### config.mk
export PLATFORM = sky130hd
export DESIGN_NAME = fir_stream_scheduler
export DESIGN_NICKNAME = d
export VERILOG_FILES = /design/src/rtl/fir_sched_pkg.sv /design/src/rtl/fir_sample_fifo.sv /design/src/rtl/fir_stream_scheduler.sv
export SDC_FILE = /design/constraint.sdc
export NUM_CORES = 1
export LEC_CHECK = 0
export ABC_CLOCK_PERIOD_IN_PS = 5700
export BUFFER_PORTS_ARGS = -buffer_cell sky130_fd_sc_hd__buf_2
export CAP_MARGIN = 20
export CORE_MARGIN = 4
export CORE_UTILIZATION = 35
export CTS_CLUSTER_SIZE = 16
export DETAILED_ROUTE_END_ITERATION = 7
export PLACE_DENSITY_LB_ADDON = 0.2
export SETUP_SLACK_MARGIN = 0.15
export SLEW_MARGIN = 5
export SYNTH_ARGS = -nofsm -noshare
export SYNTH_HDL_FRONTEND = slang
export SYNTH_SLANG_ARGS = --single-unit
### constraint.sdc
create_clock -name clk -period 5.7 [get_ports clk]
set_clock_uncertainty 0.15 [all_clocks]
set_input_delay 0.57 -clock clk [delete_from_list [all_inputs] [get_ports clk]]
set_output_delay 0.57 -clock clk [all_outputs]
set_load 0.005 [all_outputs]
### src/rtl/fir_sched_pkg.sv
// rtl/fir_sched_pkg.sv - shared state encoding, defaults and sizing helper for the FIR stream scheduler
package fir_sched_pkg;

    localparam int DEF_DATA_WIDTH     = 32;
    localparam int DEF_MAX_TAPS       = 16;
    localparam int DEF_FIFO_DEPTH     = 8;
    localparam int DEF_TIMEOUT_CYCLES = 64;

    typedef enum logic [2:0] {
        S_IDLE,
        S_LOAD,
        S_WAIT_LOADED,
        S_RUN,
        S_PUSH,
        S_COMPUTE,
        S_WAIT_Y,
        S_ERROR
    } sched_state_t;

    // Counter holds 0..cycles-1 before the timeout fires.
    function automatic int tmo_width(input int cycles);
        return (cycles > 1) ? $clog2(cycles) : 1;
    endfunction

endpackage

### src/rtl/fir_sample_fifo.sv
// rtl/fir_sample_fifo.sv - sample FIFO with extra-bit pointer wrap, flush and same-cycle push/pop
module fir_sample_fifo #(
    parameter int DW    = 32,
    parameter int DEPTH = 8
) (
    input  logic          clk,
    input  logic          rstn,
    input  logic          flush,
    input  logic          push,
    input  logic [DW-1:0] push_data,
    input  logic          pop,
    output logic [DW-1:0] head,
    output logic          full,
    output logic          empty
);
    localparam int AW = (DEPTH > 1) ? $clog2(DEPTH) : 1;

    logic [DW-1:0] mem [DEPTH];
    logic [AW:0]   wr_ptr;
    logic [AW:0]   rd_ptr;

    assign empty = (wr_ptr == rd_ptr);
    assign full  = (wr_ptr[AW] != rd_ptr[AW]) && (wr_ptr[AW-1:0] == rd_ptr[AW-1:0]);
    assign head  = mem[rd_ptr[AW-1:0]];

    always_ff @(posedge clk or negedge rstn) begin
        if (!rstn) begin
            wr_ptr <= '0;
            rd_ptr <= '0;
        end else if (flush) begin
            wr_ptr <= '0;
            rd_ptr <= '0;
        end else begin
            if (push && !full)
                wr_ptr <= wr_ptr + 1'b1;
            if (pop && !empty)
                rd_ptr <= rd_ptr + 1'b1;
        end
    end

    always_ff @(posedge clk) begin
        if (push && !full && !flush)
            mem[wr_ptr[AW-1:0]] <= push_data;
    end

endmodule

### src/rtl/fir_stream_scheduler.sv
// rtl/fir_stream_scheduler.sv - loads FIR coefficients, issues buffered samples and captures results
module fir_stream_scheduler
    import fir_sched_pkg::*;
#(
    parameter int DATA_WIDTH     = DEF_DATA_WIDTH,
    parameter int MAX_TAPS       = DEF_MAX_TAPS,
    parameter int FIFO_DEPTH     = DEF_FIFO_DEPTH,
    parameter int TIMEOUT_CYCLES = DEF_TIMEOUT_CYCLES
) (
    input  logic                  clk,
    input  logic                  rstn,
    input  logic                  cfg_start,
    input  logic [DATA_WIDTH-1:0] cfg_tap_count,
    input  logic                  coeff_valid,
    output logic                  coeff_ready,
    input  logic [DATA_WIDTH-1:0] coeff_data,
    input  logic                  x_valid,
    output logic                  x_ready,
    input  logic [DATA_WIDTH-1:0] x_data,
    output logic                  y_valid,
    input  logic                  y_ready,
    output logic [DATA_WIDTH-1:0] y_data,
    output logic                  busy,
    output logic                  loaded,
    output logic                  cfg_err,
    output logic                  timeout_err,
    output logic [DATA_WIDTH-1:0] dp_tap_count,
    output logic                  dp_coeff_valid,
    output logic [DATA_WIDTH-1:0] dp_coeff_data,
    input  logic                  dp_coeff_done,
    output logic                  dp_x_valid,
    output logic [DATA_WIDTH-1:0] dp_x_data,
    output logic                  dp_compute,
    input  logic                  dp_y_valid,
    input  logic [DATA_WIDTH-1:0] dp_y_data
);
    localparam int TW = tmo_width(TIMEOUT_CYCLES);

    sched_state_t          state;
    logic [DATA_WIDTH-1:0] coeff_cnt;
    logic [TW-1:0]         tmo_cnt;
    logic [DATA_WIDTH-1:0] fifo_head;
    logic                  fifo_full;
    logic                  fifo_empty;
    logic                  fifo_push;
    logic                  fifo_pop;
    logic                  tap_ok;
    logic                  y_free;
    logic                  tmo_hit;

    assign tap_ok    = (cfg_tap_count != '0) && (cfg_tap_count <= DATA_WIDTH'(MAX_TAPS));
    assign y_free    = !y_valid || y_ready;
    assign tmo_hit   = (tmo_cnt == TW'(TIMEOUT_CYCLES - 1));

    assign coeff_ready = (state == S_LOAD);
    // Readiness follows the registered full flag, so a pop in the same cycle does not reopen it.
    assign x_ready     = loaded && !fifo_full && (state != S_ERROR);
    assign busy        = !((state == S_IDLE) || ((state == S_RUN) && fifo_empty));
    assign fifo_push   = x_valid && x_ready;
    assign fifo_pop    = (state == S_RUN) && !cfg_start && !fifo_empty && y_free;

    fir_sample_fifo #(
        .DW    (DATA_WIDTH),
        .DEPTH (FIFO_DEPTH)
    ) u_fifo (
        .clk       (clk),
        .rstn      (rstn),
        .flush     (cfg_start),
        .push      (fifo_push),
        .push_data (x_data),
        .pop       (fifo_pop),
        .head      (fifo_head),
        .full      (fifo_full),
        .empty     (fifo_empty)
    );

    always_ff @(posedge clk or negedge rstn) begin
        if (!rstn) begin
            state          <= S_IDLE;
            coeff_cnt      <= '0;
            tmo_cnt        <= '0;
            loaded         <= 1'b0;
            cfg_err        <= 1'b0;
            timeout_err    <= 1'b0;
            dp_tap_count   <= '0;
            dp_coeff_valid <= 1'b0;
            dp_coeff_data  <= '0;
            dp_x_valid     <= 1'b0;
            dp_x_data      <= '0;
            dp_compute     <= 1'b0;
            y_valid        <= 1'b0;
            y_data         <= '0;
        end else begin
            dp_coeff_valid <= 1'b0;
            dp_x_valid     <= 1'b0;
            dp_compute     <= 1'b0;
            if (y_valid && y_ready)
                y_valid <= 1'b0;

            if (cfg_start) begin
                y_valid   <= 1'b0;
                loaded    <= 1'b0;
                coeff_cnt <= '0;
                tmo_cnt   <= '0;
                if (tap_ok) begin
                    dp_tap_count <= cfg_tap_count;
                    cfg_err      <= 1'b0;
                    timeout_err  <= 1'b0;
                    state        <= S_LOAD;
                end else begin
                    cfg_err <= 1'b1;
                    state   <= S_IDLE;
                end
            end else begin
                case (state)
                    S_LOAD: begin
                        if (coeff_valid) begin
                            dp_coeff_valid <= 1'b1;
                            dp_coeff_data  <= coeff_data;
                            coeff_cnt      <= coeff_cnt + 1'b1;
                            if (coeff_cnt + 1'b1 == dp_tap_count) begin
                                tmo_cnt <= '0;
                                state   <= S_WAIT_LOADED;
                            end
                        end
                    end
                    S_WAIT_LOADED: begin
                        if (dp_coeff_done) begin
                            loaded <= 1'b1;
                            state  <= S_RUN;
                        end else if (tmo_hit) begin
                            timeout_err <= 1'b1;
                            state       <= S_ERROR;
                        end else begin
                            tmo_cnt <= tmo_cnt + 1'b1;
                        end
                    end
                    S_RUN: begin
                        if (fifo_pop) begin
                            dp_x_valid <= 1'b1;
                            dp_x_data  <= fifo_head;
                            state      <= S_PUSH;
                        end
                    end
                    S_PUSH: begin
                        dp_compute <= 1'b1;
                        state      <= S_COMPUTE;
                    end
                    S_COMPUTE: begin
                        tmo_cnt <= '0;
                        state   <= S_WAIT_Y;
                    end
                    S_WAIT_Y: begin
                        if (dp_y_valid) begin
                            y_data  <= dp_y_data;
                            y_valid <= 1'b1;
                            state   <= S_RUN;
                        end else if (tmo_hit) begin
                            timeout_err <= 1'b1;
                            state       <= S_ERROR;
                        end else begin
                            tmo_cnt <= tmo_cnt + 1'b1;
                        end
                    end
                    default: ;
                endcase
            end
        end
    end

endmodule

* Word level (Yosys, flattened, before mapping) *
Memories as Yosys holds them, arrays and structs flattened. A register that Yosys moved wholly into a read port is not among the register bits.
Cells that the tools add are included.

word-level totals
  register bits = 152
  latch bits = 0
  RAM bits = 256
  memory bits (read-only) = 0
  input bits = 136
  output and inout port bits = 138
  logic and storage cells = 128
  memories kept = 1

operators by class
  add/subtract/negate cells = 4
  $mul = 0
  div/mod/pow operators = 0
  magnitude comparators = 1
  equal/unequal tests = 18
  shift-type cells = 0
  multiplexer cells = 47
  bitwise logic cells = 1
  reductions and logical operators = 41

memories
  name        words  width  rd ports  clocked after memory_dff  wr ports  line                   RTL
  u_fifo.mem  8      32     1         1                         1         fir_sample_fifo.sv:18  logic [DW-1:0] mem [DEPTH];

operators by type and width
  cell                                                             number
  2-to-1 mux 32 bit                                                3
  2-to-1 mux 6 bit                                                 6
  adder 32 x 1 -> 32 bit, second input constant                    1
  == test 32 bit                                                   1
  less-or-equal comparator 32 x 5 -> 1 bit, second input constant  1
  nonzero test 32 bit                                              1
  2-to-1 mux 1 bit                                                 24
  one-hot mux 6 bit (4 select lines)                               1
  2-to-1 mux 3 bit                                                 7
  one-hot mux 3 bit (6 select lines)                               1
  2-to-1 mux 4 bit                                                 4
  logical AND 1 bit                                                13
  != test 3 bit, second input constant                             4
  nonzero test 2 bit                                               6
  == test 3 bit, second input constant                             3
  AND reduction 3 bit                                              3
  adder 4 x 1 -> 4 bit, second input constant                      2
  AND reduction 4 bit                                              2
  nonzero test 7 bit                                               1
  adder 6 x 1 -> 6 bit, second input constant                      1
  == test 3 x 2 -> 1 bit, second input constant                    2
  == test 6 bit, second input constant                             1
  zero test 1 bit                                                  6
  != test 3 x 2 -> 1 bit, second input constant                    2
  13 further kinds                                                 16

* Depth between registers and ports, before layout *
  depth after elaboration = 10
  depth in mapped cells = 11
  gate-level depth less buffers = 9

* By module *
From an unflattened synthesis, not the netlist that was laid out.

second synthesis, totals
  cells, all modules = 1176
  area total of the unflattened synthesis = 18906.9 um^2

by module, submodules not included
  module                times used  cells an instance  area an instance (um^2)  seq. area each (um^2)
  fir_sample_fifo       1           450                10500.1                  7887.6
  fir_stream_scheduler  1           726                8406.8                   4404.2

* Worst setup path after synthesis *
Ideal clock, no wire load.

  path type = reg2reg
  start point = register u_fifo.rd_ptr[2]
  end point = memory u_fifo.mem[0][0], enable pin
  setup time = 461 ps
  arrival = 4093 ps
  data required time = 5089 ps
  path slack = 996 ps
  stages on the path, launching flop included = 9
  path buffers = 2
  clock period less this slack = 4704 ps
  cell sequence = dfrtp_1 -> clkbuf_1 -> xor2_1 -> nor3_1 -> a21oi_1 -> and2_1 -> clkbuf_1 -> or3b_2 -> nor3_1

on the way
  word-level cells in the longest chain between the ends = 10

ends and longest elaborated chain
  what                                    line                        RTL
  start, declared                         fir_sample_fifo.sv:20       logic [AW:0] rd_ptr;
  start signal, assigned                  fir_sample_fifo.sv:37       rd_ptr <= rd_ptr + 1'b1;
  == test 3 bit                           fir_sample_fifo.sv:23       assign full = (wr_ptr[AW] != rd_ptr[AW]) && (wr_ptr[AW-1:0] == rd_ptr[AW-1:0]);
  logical AND 1 bit                       fir_sample_fifo.sv:23
  zero test 1 bit                         fir_stream_scheduler.sv:57  assign x_ready = loaded && !fifo_full && (state != S_ERROR);
  logical AND 1 bit (2 in a row)          fir_stream_scheduler.sv:57
  net x_ready                             fir_stream_scheduler.sv:18  output logic x_ready,
  logical AND 1 bit                       fir_stream_scheduler.sv:59  assign fifo_push = x_valid && x_ready;
  logical AND 1 bit (2 in a row)          fir_sample_fifo.sv:42       if (push && !full && !flush)
  2-to-1 mux 1 bit                        fir_sample_fifo.sv:42
  2-to-1 mux 1 bit (implied by the code)  fir_sample_fifo.sv:43       mem[wr_ptr[AW-1:0]] <= push_data;
  end, declared                           fir_sample_fifo.sv:18

The timed path passes the listed nets, and every way through them passes these cells.

* Worst setup path after layout *
  start point = register coeff_cnt[0]
  end point = register tmo_cnt[5]

on the way
  word-level cells in the longest chain between the ends = 4

ends and longest elaborated chain
  what                                     line                         RTL
  start, declared                          fir_stream_scheduler.sv:40   logic [DATA_WIDTH-1:0] coeff_cnt;
  start signal, assigned                   fir_stream_scheduler.sv:120  coeff_cnt <= coeff_cnt + 1'b1;
  adder 32 x 1 -> 32 bit                   fir_stream_scheduler.sv:121  if (coeff_cnt + 1'b1 == dp_tap_count) begin
  == test 32 bit                           fir_stream_scheduler.sv:121
  != test 3 x 2 -> 1 bit (no source line)  --
  AND reduction 5 bit (no source line)     --
  end signal, assigned                     fir_stream_scheduler.sv:135  tmo_cnt <= tmo_cnt + 1'b1;
  end signal, assigned                     fir_stream_scheduler.sv:162  tmo_cnt <= tmo_cnt + 1'b1;
  end, declared                            fir_stream_scheduler.sv:41   logic [TW-1:0] tmo_cnt;

No other way between the ends.
A chain may end at the register's enable or synchronous reset.

==> results.cfg <==
[status]
status = completed

[detailed_routing]
finalWirelength_um = 42900
drc_errors = 0
vias = 10800
ant_nets = 0
routed_via_density = 5.01
avgRoutedWirePerCell_um = 19.8
drtIter0Drc = 574
drt_first_pass_iters = 4

[critical_path]
criticalPathCategory = flip-flop to flip-flop
crit_path_frequent_cell = or4_1
slowest_stage = or4_1
start_kind = flip-flop
reg2reg_to = tmo_cnt[5]
r2r_cells = 8
rr_startpoint = coeff_cnt[0]
critPathTopFamily = simple AND/OR/NAND/NOR gates
cp-end-kind = flip-flop
crit_path_cell_trace = ha_1 > nand2_1 > or4_1 > or4_1 > a211oi_1 > nand4_1 > o31ai_2 > a311oi_1
worst-path-stages = 8
cp-startpoint = coeff_cnt[0]
slowest_delay_ps = 700
worst-path-buf-inv = 0
critPathRequiredTime_ps = 5970
worst-path-max-fanout = 9
r2r_slack_ps = 1950
critical_path_arrival_ps = 4030

[worst_hold_path]
hp-class = input pin to flip-flop
hold-path-endpoint = dp_coeff_data[24]
worstHoldPathCells = 2
hold_path_startpoint = coeff_data[24]

[timing]
setup_violations = 0
max_freq_mhz = 266
fin_ws_ps = 1950
slew_viol_final = 0
finalHoldViolCount = 0
slew-limit-headroom_pct = 32.6
worst_pin_slew_ps = 1010
fin_setup_tns_ps = 0
finalCritPeriodShare_pct = 65.9
min_period_ps = 3750
rsz0062_at_grt = no

[cts]
cts_tree = yes
path_clk_slew_ps = 60
clockBufferDepth = 3
numCtsBuffers = 48
postCtsSetupRepairBufs = 0
htree_num_levels = 2
clockRootBuffer = clkbuf_16
clock-sinks = 440
clkLatencyLatePin_ps = 590

[run]
cap_violations = 0

[grt]
overflow = 0
grt_usage_pct = 15.2
antenna_found_initial = 3
grt_pass1_wl_um = 67000
grt_pass1_vias = 11200
grt_max_degree = 107

[floorplanning]
row_count = 83
start_util_pct = 35.3
io_pins = 274
dieArea_sq_um = 55400
die_w_um = 235
die_h_um = 235
core_area_sq_um = 51200

[yosys]
synthCells = 1175
synth_edf_count = 256
async_flop_share_pct = 41.8
seq_area_frac_synth_pct = 67.9
netlist_area_sq_um = 18100
synthesis.nets = 1315
avgSynthCellArea_sq_um = 15.4
ys_warn_count = 0
synth_cell_types = 57
ys.flop_type = edfxtp_1
ys_ff_latch = 440

[layout]
final_layout_size_suffix_gt1_share_pct = 35.5
nets = 1585
area_growth_pct = 20.9
n_antenna_cell = 0
mostFrequentLayoutCell = buf_2
final_cell_mix = buf_2, edfxtp_1, dfrtp_1

[power]
power_density_nw_per_um2 = 304
p_leak_nw = 8.67
ir_drop_v = 0.000241

[placement]
hpwl_um = 27800
port_buffers = 273
gp_congestion = 0.941
place_ws_ps = 1910
==> registers in the layout, indices dropped and copies added (netlist names), 3 cells and up <==
| signal | flops |
|---|---|
| state | 3 |
| u_fifo.wr_ptr | 4 |
| u_fifo.mem | 256 |
| dp_tap_count | 32 |
| coeff_cnt | 32 |
| u_fifo.rd_ptr | 4 |
| tmo_cnt | 6 |
| dp_coeff_data | 32 |
| dp_x_data | 32 |
| y_data | 32 |
==> worst register-to-register path: cells and delay by family (launching register included) <==
| kind | cells | cell delay (ps) |
|---|---|---|
| AO/OA/AOI/OAI | 3 | 930 |
| adder cells (fa/ha/maj) | 1 | 370 |
| flip-flops | 1 | 510 |
| AND/OR/NAND/NOR | 4 | 1650 |
==> through the flow <==
step	area, sq um	std cells	utilization (%)	hold WS (ps)	total power [W]
floorplan	18100	1175	-	124	0.00351
global placement	20300	2072	39.6	328	0.00364
detailed placement	20300	2073	39.6	340	0.00365
CTS	21900	2163	42.7	24.3	0.00675
global route	21900	2164	42.7	39.7	0.00691
finish	21900	2164	42.7	64.0	0.00664
==> layout make-up <==
| class | instances | area, sq um |
|---|---|---|
| timing repair buffer | 294 | 1560 |
| clock buffer | 63 | 1350 |
| inverter | 3 | 11.3 |
| sequential | 440 | 12300 |
| multi-input combinational | 658 | 5570 |
| tap | 680 | 851 |
| fill | 4656 | 29300 |
| clock inverter | 26 | 241 |
==> where the power goes <==
| group | leakage (nW) | internal, W | switching [W] |
|---|---|---|---|
| Sequential | 4.85 | 0.00340 | 0.0000115 |
| Clock | 0.759 | 0.00177 | 0.00129 |
| Combinational | 3.07 | 0.0000721 | 0.0000935 |
==> how the worst max path moves through the flow <==
stage | end | slack [ps]
2_1_floorplan | u_fifo.mem[0][0] | 1000
3_3_place_gp | u_fifo.mem[1][24] | 1950
3_5_place_dp | tmo_cnt[3] | 1910
4_1_cts | tmo_cnt[5] | 1900
5_1_grt | tmo_cnt[4] | 1640
6_report | tmo_cnt[5] | 1950
==> per-layer routing <==
layer,part of all wire (%),vias up,GRT usage [%]
met5,0.084,-,0
met4,2.3,6,4.04
met3,5.7,80,3.71
met2,49,288,25.4
met1,43,5489,20.1
li1,-,4977,-
==> timing repair <==
action	CTS	global route
endpoints found under the hold margin	28	0
hold buffers	1	0
resized for setup	0	0
==> cells in the mapped netlist, drive strengths merged (3+ instances only) <==
cell type    n  area share [%]
or3         15            0.52
a211o        3            0.15
a211oi       3            0.12
xor2        33             1.6
mux2        70             4.4
inv          3           0.062
mux2i       35             1.9
nor2        97             2.0
mux4        64             8.0
nand4       22            0.76
or4          8            0.33
o21ai       20            0.55
nand3b       3            0.12
edfxtp     256              42
and3         6            0.21
nor4        13            0.45
a311oi       5            0.24
nand2b      13            0.45
nand2       31            0.64
a21oi       52             1.4
nor3        21            0.61
nand3       28            0.80
buf         15            0.35
nor2b       32             1.1
dfrtp      184              25
ha           4            0.28
and2         4            0.14
a31oi        6            0.21
clkbuf      59             1.2
xnor2       42             2.0
==> cells by family after synthesis <==
logic type / share of synthesized area (%)
AND/OR/NAND/NOR: 8.66
multiplexers: 14.3
adder cells (fa/ha/maj): 0.277
AO/OA/AOI/OAI: 3.58
XOR/XNOR: 3.63
buffers and inverters: 1.65
flip-flops: 67.9
Power figures use the tool's default switching activity.
